## src/rtl/shift_exchange_sequencer_pkg.sv

```systemverilog
// Shared encodings for the shift-exchange sequencer: shift-register control codes
// and the word-exchange FSM states.
package shift_seq_pkg;

  typedef enum logic [1:0] {
    CTRL_HOLD  = 2'b00,
    CTRL_LEFT  = 2'b01,
    CTRL_RIGHT = 2'b10,
    CTRL_LOAD  = 2'b11
  } ctrl_e;

  typedef enum logic [1:0] {
    IDLE  = 2'b00,
    SHIFT = 2'b01,
    DONE  = 2'b10
  } state_e;

endpackage

```

## src/rtl/shift_exchange_sequencer_usr_core.sv

```systemverilog
// N-bit universal shift register: hold, shift left, shift right or parallel load,
// selected per cycle by ctrl.
module usr_core
  import shift_seq_pkg::*;
#(
  parameter int N = 8
) (
  input  logic         clock,
  input  logic         reset,
  input  ctrl_e        ctrl,
  input  logic [N-1:0] d,
  output logic [N-1:0] q
);

  logic [N-1:0] q_q;
  logic [N-1:0] q_d;

  // Left shift pulls the new LSB from d[0]; right shift pulls the new MSB from d[N-1].
  always_comb begin
    q_d = q_q;
    case (ctrl)
      CTRL_HOLD:  q_d = q_q;
      CTRL_LEFT:  q_d = {q_q[N-2:0], d[0]};
      CTRL_RIGHT: q_d = {d[N-1], q_q[N-1:1]};
      CTRL_LOAD:  q_d = d;
      default:    q_d = q_q;
    endcase
  end

  always_ff @(posedge clock or posedge reset) begin
    if (reset) begin
      q_q <= '0;
    end else begin
      q_q <= q_d;
    end
  end

  assign q = q_q;

endmodule

```

## src/rtl/shift_exchange_sequencer.sv

```systemverilog
// Runs full-duplex serial word exchanges: accepts a parallel word, shifts it out
// MSB- or LSB-first while shifting the link data in, then holds the received word.
module shift_exchange_sequencer
  import shift_seq_pkg::*;
#(
  parameter int N       = 8,
  parameter int CLK_DIV = 1,
  parameter int CNT_W   = $clog2(N+1)
) (
  input  logic         clock,
  input  logic         reset,
  input  logic         in_valid,
  output logic         in_ready,
  input  logic [N-1:0] in_data,
  input  logic         in_dir,
  output logic         ser_out,
  input  logic         ser_in,
  output logic         ser_strobe,
  output logic         busy,
  output logic         out_valid,
  input  logic         out_ready,
  output logic [N-1:0] out_data
);

  localparam int DIV_W = (CLK_DIV > 1) ? $clog2(CLK_DIV) : 1;
  localparam logic [DIV_W-1:0] DIV_LAST = DIV_W'(CLK_DIV - 1);
  localparam logic [CNT_W-1:0] BIT_LAST = CNT_W'(N - 1);

  state_e           state_q, state_d;
  logic             dir_q, dir_d;
  logic [DIV_W-1:0] div_q, div_d;
  logic [CNT_W-1:0] bit_q, bit_d;

  ctrl_e            core_ctrl;
  logic [N-1:0]     core_d;
  logic [N-1:0]     core_q;
  logic             strobe;

  always_comb begin
    state_d   = state_q;
    dir_d     = dir_q;
    div_d     = div_q;
    bit_d     = bit_q;
    core_ctrl = CTRL_HOLD;
    core_d    = {N{ser_in}};
    strobe    = 1'b0;
    case (state_q)
      IDLE: begin
        if (in_valid) begin
          core_ctrl = CTRL_LOAD;
          core_d    = in_data;
          dir_d     = in_dir;
          div_d     = '0;
          bit_d     = '0;
          state_d   = SHIFT;
        end
      end
      SHIFT: begin
        // The shift edge closes each bit period; ser_in is captured on that edge.
        if (div_q == DIV_LAST) begin
          strobe    = 1'b1;
          core_ctrl = dir_q ? CTRL_RIGHT : CTRL_LEFT;
          div_d     = '0;
          bit_d     = bit_q + CNT_W'(1);
          if (bit_q == BIT_LAST) begin
            state_d = DONE;
          end
        end else begin
          div_d = div_q + DIV_W'(1);
        end
      end
      DONE: begin
        if (out_ready) begin
          state_d = IDLE;
        end
      end
      default: state_d = IDLE;
    endcase
  end

  always_ff @(posedge clock or posedge reset) begin
    if (reset) begin
      state_q <= IDLE;
      dir_q   <= 1'b0;
      div_q   <= '0;
      bit_q   <= '0;
    end else begin
      state_q <= state_d;
      dir_q   <= dir_d;
      div_q   <= div_d;
      bit_q   <= bit_d;
    end
  end

  usr_core #(
    .N (N)
  ) u_core (
    .clock (clock),
    .reset (reset),
    .ctrl  (core_ctrl),
    .d     (core_d),
    .q     (core_q)
  );

  assign in_ready   = (state_q == IDLE);
  assign busy       = (state_q != IDLE);
  assign out_valid  = (state_q == DONE);
  assign out_data   = core_q;
  assign ser_strobe = strobe;
  assign ser_out    = (state_q == SHIFT) ? (dir_q ? core_q[0] : core_q[N-1]) : 1'b0;

endmodule

```

## config.mk

```make
export PLATFORM = sky130hd
export DESIGN_NAME = shift_exchange_sequencer
export DESIGN_NICKNAME = d
export VERILOG_FILES = /design/src/rtl/shift_exchange_sequencer_pkg.sv /design/src/rtl/shift_exchange_sequencer_usr_core.sv /design/src/rtl/shift_exchange_sequencer.sv
export SDC_FILE = /design/constraint.sdc
export NUM_CORES = 1
export LEC_CHECK = 0
export BUFFER_PORTS_ARGS = -buffer_cell sky130_fd_sc_hd__buf_2
export CAP_MARGIN = 5
export CELL_PAD_IN_SITES_DETAIL_PLACEMENT = 0
export CELL_PAD_IN_SITES_GLOBAL_PLACEMENT = 2
export CORE_MARGIN = 8
export CORE_UTILIZATION = 32
export DETAILED_ROUTE_END_ITERATION = 16
export GPL_TIMING_DRIVEN = 0
export PLACE_DENSITY_LB_ADDON = 0.1
export SLEW_MARGIN = 10
export SYNTH_ARGS = -nofsm -noshare
export SYNTH_HDL_FRONTEND = slang
export SYNTH_SLANG_ARGS = --single-unit
```

## constraint.sdc

```tcl
create_clock -name clock -period 1.8 [get_ports clock]
set_input_delay 0.36 -clock clock [delete_from_list [all_inputs] [get_ports clock]]
set_output_delay 0.36 -clock clock [all_outputs]
set_load 0.03 [all_outputs]
```

=== Word level (Yosys, flattened, before mapping) ===
Cells that the tools add are included.

* Add/subtract/negate cells: 2
* Equality and inequality tests: 10
* Muxes and demuxes: 22
* Reduce and logical (&&, ||, !) cells: 8

{| class="wikitable"
|+ Operators by type and width
! kind !! number
|-
| 8-bit case mux with 3 select lines || 1
|-
| 8-bit two-way mux || 2
|-
| 2-bit two-way mux || 7
|-
| 4-bit two-way mux || 2
|-
| 4-bit case mux with 2 select lines || 1
|-
| 2-bit == test, second input constant || 3
|-
| 1-bit two-way mux || 6
|-
| 2-bit inequality test, second input constant || 3
|-
| 2-bit case mux with 3 select lines || 1
|-
| 4-bit by 1-bit adder with 4-bit output, second input constant || 1
|-
| 2-bit by 1-bit == test with 1-bit output, second input constant || 2
|-
| 4-bit by 3-bit == test with 1-bit output, second input constant || 1
|-
| 2-bit logical NOT || 2
|-
| 2-bit case mux with 2 select lines || 1
|-
| 2-bit AND reduction || 2
|-
| 4-bit AND reduction || 1
|-
| 2-bit nonzero test || 2
|-
| 3-bit AND reduction || 1
|-
| 2-bit by 1-bit inequality test with 1-bit output, second input constant || 1
|-
| 1-bit case mux with 2 select lines || 1
|-
| 1-bit adder, second input constant || 1
|}

* Flip-flop bits (word level): 16
* Bits of input ports: 14
* Output and inout bits: 13

=== Longest topological paths before layout ===
* Depth after elaboration: 5
* Mapped depth: 4
* Depth with buffers taken out: 4

=== Modules after synthesis ===
From an unflattened synthesis, not the netlist that was laid out.

* Cell total of the unflattened synthesis: 71
* Area total of the unflattened synthesis: 843.3 µm²

{| class="wikitable"
|+ Modules (own cells, without submodules)
! module !! times used !! cells an instance !! area an instance (µm²) !! seq. area each (µm²)
|-
| shift_exchange_sequencer || 1 || 48 || 444.2 || 175.2
|-
| usr_core || 1 || 23 || 399.1 || 200.2
|}

=== Worst setup path after synthesis ===
Ideal clock, no wire load.

* Kind: register to register
* Start: register state_q[0]
* End: register dir_q
* Data arrival time: 1.438 ns
* Path slack: 0.235 ns
* Cell stages (with the launch flop): 4
* Buffers on the path: 0
* Period minus slack after synthesis: 1.565 ns
* Cell sequence: dfrtp_1 nor2_1 and2_4 mux2_1

* Word-level cells in the longest chain between the ends: 2

{| class="wikitable"
|+ Ends and longest elaborated chain
! item !! line !! source
|-
| start: declaration || shift_exchange_sequencer.sv:29 || <nowiki>state_e state_q, state_d;</nowiki>
|-
| start signal: assignment || shift_exchange_sequencer.sv:88 || <nowiki>state_q <= state_d;</nowiki>
|-
| 2-bit logical NOT || - ||
|-
| via in_ready || shift_exchange_sequencer.sv:13 || <nowiki>output logic in_ready,</nowiki>
|-
| 2-bit AND reduction (no line) || - ||
|-
| end signal: assignment || shift_exchange_sequencer.sv:89 || <nowiki>dir_q <= dir_d;</nowiki>
|-
| end: declaration || shift_exchange_sequencer.sv:30 || <nowiki>logic dir_q, dir_d;</nowiki>
|}

The timed path passes the listed nets, and every way through them passes these cells.
A chain may end at the register's enable or synchronous reset.

=== Worst setup path in the final report ===
* Start: register state_q[1]
* End: output port ser_strobe

* Word-level cells in the longest chain between the ends: 2

{| class="wikitable"
|+ Ends and longest elaborated chain
! item !! line !! source
|-
| 2-bit by 1-bit == test with 1-bit output || shift_exchange_sequencer.sv:47 || <nowiki>case (state_q)</nowiki>
|-
| 1-bit two-way mux || shift_exchange_sequencer.sv:47 ||
|-
| end: declaration || shift_exchange_sequencer.sv:18 || <nowiki>output logic ser_strobe,</nowiki>
|}

Every way passes these cells.

==> metrics.md <==
| Metric | Value |
|---|---|
| Status | `complete, no violations` |
| WP data arrival | `1.34 ns` |
| VDD IR max | `0.000953 V` |
| Global route overflow | `0` |
| CTS sink cnt | `15` |
| FF-to-FF setup slack | `0.52 ns` |
| Starting Density | `0.342` |
| Root buf cell | `clkbuf_4` |
| DRC viols | `0` |
| Slew Viols, Final | `0` |
| CTS H-Tree Depth | `1` |
| Syn nets | `between 90 and 100` |
| CP Launch Type | `flop` |
| Via count | `around 700` |
| CP cell instances | `nand2b_1 -> inv_2 -> buf_2` |
| Post-CTS setup buffers | `0` |
| Critical path class | `flop to output pin` |
| WL final | `2170 µm` |
| Cell family with most CP delay | `buffers and inverters` |
| IO Port Bufs | `26` |
| Share of cells above drive strength 1 | `0.366` |
| Max Fclk | `588 MHz` |
| # diodes | `0` |
| Setup TNS after final layout | `0 ns` |
| Final Cycle Share | `0.944` |
| Pwr/cell area | `1960 nW/µm²` |
| Hold Path Class | `input pin to async pin` |
| Drt pass-1 iters | `4` |
| Largest net degree at the start of global routing | `16` |
| RR Endpoint | `u_core.q[4]$_DFFE_PP0P_` |
| Tmin final | `between 1.5 and 2 ns` |
| Final number of hold-violating endpoints | `0` |
| Row cnt | `18` |
| Clk pin slew, worst setup/hold paths | `0.09 ns` |
| Final Skew | `0.00154 ns` |
| Post-Syn Area | `between 800 and 900 µm²` |
| First-pass GRT wire length | `~3500 µm` |
| Max incr delay on CP | `about 0.40 ns` |
| Drt wl/cell | `15.3 µm` |
| Clock Latency Late Sink | `0.28 ns` |
| TritonCTS Buffers | `3` |
| Max-Cap Viols | `0` |
| # setup viols final | `0` |
| Post_cts resized | `0` |
| Die Y | `between 60 and 70 µm` |
| Avg Inst Size Synth | `10.6 µm²` |
| Synth Register Bits | `15` |
| Antenna violations before repair | `0` |
| Leakage | `0.510 nW` |
| Die area | `about 4600 µm²` |
| CP Buf/Inv Count | `2` |
| CP max FO | `9` |
| Cell variety after synth | `28` |
| Deepest clock path buffer count | `2` |
| Area delta synth->final | `23.6%` |
| Relative slew slack | `0.608` |
| Worst setup EP type | `output pin` |
| Vias in the first global route | `718` |
| Unrepaired setup endpoints after global routing | `false` |
| Sequential share of the synthesized area | `0.439` |
| Post-CTS Hold Fix Bufs | `0` |
| Starting DRT DRC Count | `30` |
| Final ANT Viol Nets | `0` |
| Total GRT Usage | `0.103` |
| Total power | `0.00207 W` |
| Post-DP HPWL | `1660 µm` |
| Warning count from the yosys run | `0` |
| Gpl congestion | `just under 0.7` |
| Routed vias/inst | `4.91` |
| DIE WIDTH | `just under 70 µm` |
| Critical Path RT | `1.44 ns` |
| Final #Nets | `around 130` |
| Core area | `2500 µm²` |
| Least-Margin Pin Slew | `just under 0.6 ns` |
| Top Ports | `27` |
| Crit path max-delay cell type | `dfrtp_1` |
| Cells after Synth | `81` |
| Origin of the critical flop-to-flop path | `state_q[0]$_DFFE_PP0P_` |
| Reg2reg path depth | `4` |
| Final hold slack | `0.127 ns` |
| CTS tree | `yes` |
## cell families after synthesis
family / Yosys count / share of synthesized area
flops: 15 / 0.439
simple gates: 23 / 0.164
fa+ha+maj: 1 / 0.0146
compound gates: 22 / 0.223
mux: 8 / 0.0966
buf+inv: 12 / 0.0629
## layer usage
| metal | up-vias | part of all wire | global-route usage |
|---|---|---|---|
| met2 | 18 | 0.43 | 0.147 |
| met5 | - | 0 | 0 |
| met3 | 2 | 0.070 | 0.0464 |
| li1 | 357 | - | - |
| met4 | 0 | 0.0078 | 0.0235 |
| met1 | 320 | 0.49 | 0.137 |
## placed cells by master (no fill, tap or decap)
master,n
a211oi_1,1
mux2_1,1
o21a_1,5
nand2_1,4
dfrtp_1,15
clkbuf_4,3
and2_4,1
mux2i_1,6
buf_2,27
nor2b_1,2
o21bai_4,1
nor2_1,4
inv_1,8
o211a_1,2
nor4b_1,5
and2b_1,1
nand3_1,2
mux2_2,1
o21ai_0,2
nor2_2,1
a21oi_1,5
o311ai_0,1
a221oi_2,3
inv_2,1
nand2b_1,2
a22o_1,2
clkbuf_1,1
buf_4,3
nand4b_1,1
ha_1,1
## flip-flops by register name, indices dropped and copies added, names as in the netlist
signal,cells
bit_q,4
state_q,2
u_core.q,8
dir_q,1
## where the power goes
part | total (W) | switching [W] | internal, W
sequential | 0.000653 | 0.000149 | 0.000504
combinational | 0.00122 | 0.000717 | 0.000504
clock | 0.000196 | 0.000110 | 0.0000859
## metrics by stage
step	utilization	setup WS, ns	std cells	area, µm²
6_report	0.422	0.101	142	1060
5_1_grt	0.422	0.0228	142	1060
4_1_cts	0.419	0.0730	141	1050
3_5_place_dp	0.409	0.406	137	1020
3_3_place_gp	0.409	0.381	137	1020
2_1_floorplan	-	0.235	81	855
## Yosys cell counts
cell,count,area share
a211oi_1,1,0.0088
inv_2,1,0.0044
nor4b_1,5,0.051
nand4b_1,1,0.010
a21oi_1,5,0.029
buf_4,2,0.018
inv_1,8,0.035
a221oi_2,3,0.053
o211a_1,2,0.023
o21ai_0,2,0.012
nand2b_1,2,0.015
mux2_1,1,0.013
nand2_1,4,0.018
and2_4,1,0.010
o21bai_4,1,0.022
o21a_1,5,0.044
dfrtp_1,15,0.44
nor2_1,4,0.018
nand3_1,2,0.012
o311ai_0,1,0.010
nor2b_1,2,0.015
mux2_2,1,0.013
ha_1,1,0.015
and2b_1,1,0.0088
mux2i_1,6,0.070
nor2_2,1,0.0073
a22o_1,2,0.021
buf_2,1,0.0059
## worst max-delay path by stage
stage	startpoint	endpoint	slack (ns)	cells past startpoint
global placement	state_q[1]$_DFFE_PP0P_	ser_strobe	0.38	3
floorplan	state_q[0]$_DFFE_PP0P_	dir_q$_DFFE_PP0N_	0.23	3
CTS	dir_q$_DFFE_PP0N_	ser_out	0.07	4
finish	state_q[1]$_DFFE_PP0P_	ser_strobe	0.10	3
detailed placement	dir_q$_DFFE_PP0N_	ser_out	0.41	4
global route	state_q[1]$_DFFE_PP0P_	ser_strobe	0.02	3
## area by class of cell
class                      instances  area (µm²)
fill                             260        1440
multi-input combinational         54         425
sequential                        15         375
timing repair buffer              27         138
tap                               30        37.5
inverter                           9        33.8
clock buffer                       4        26.3
buffer                             3        20.0
Note: power is estimated with default switching activity, not from simulation.
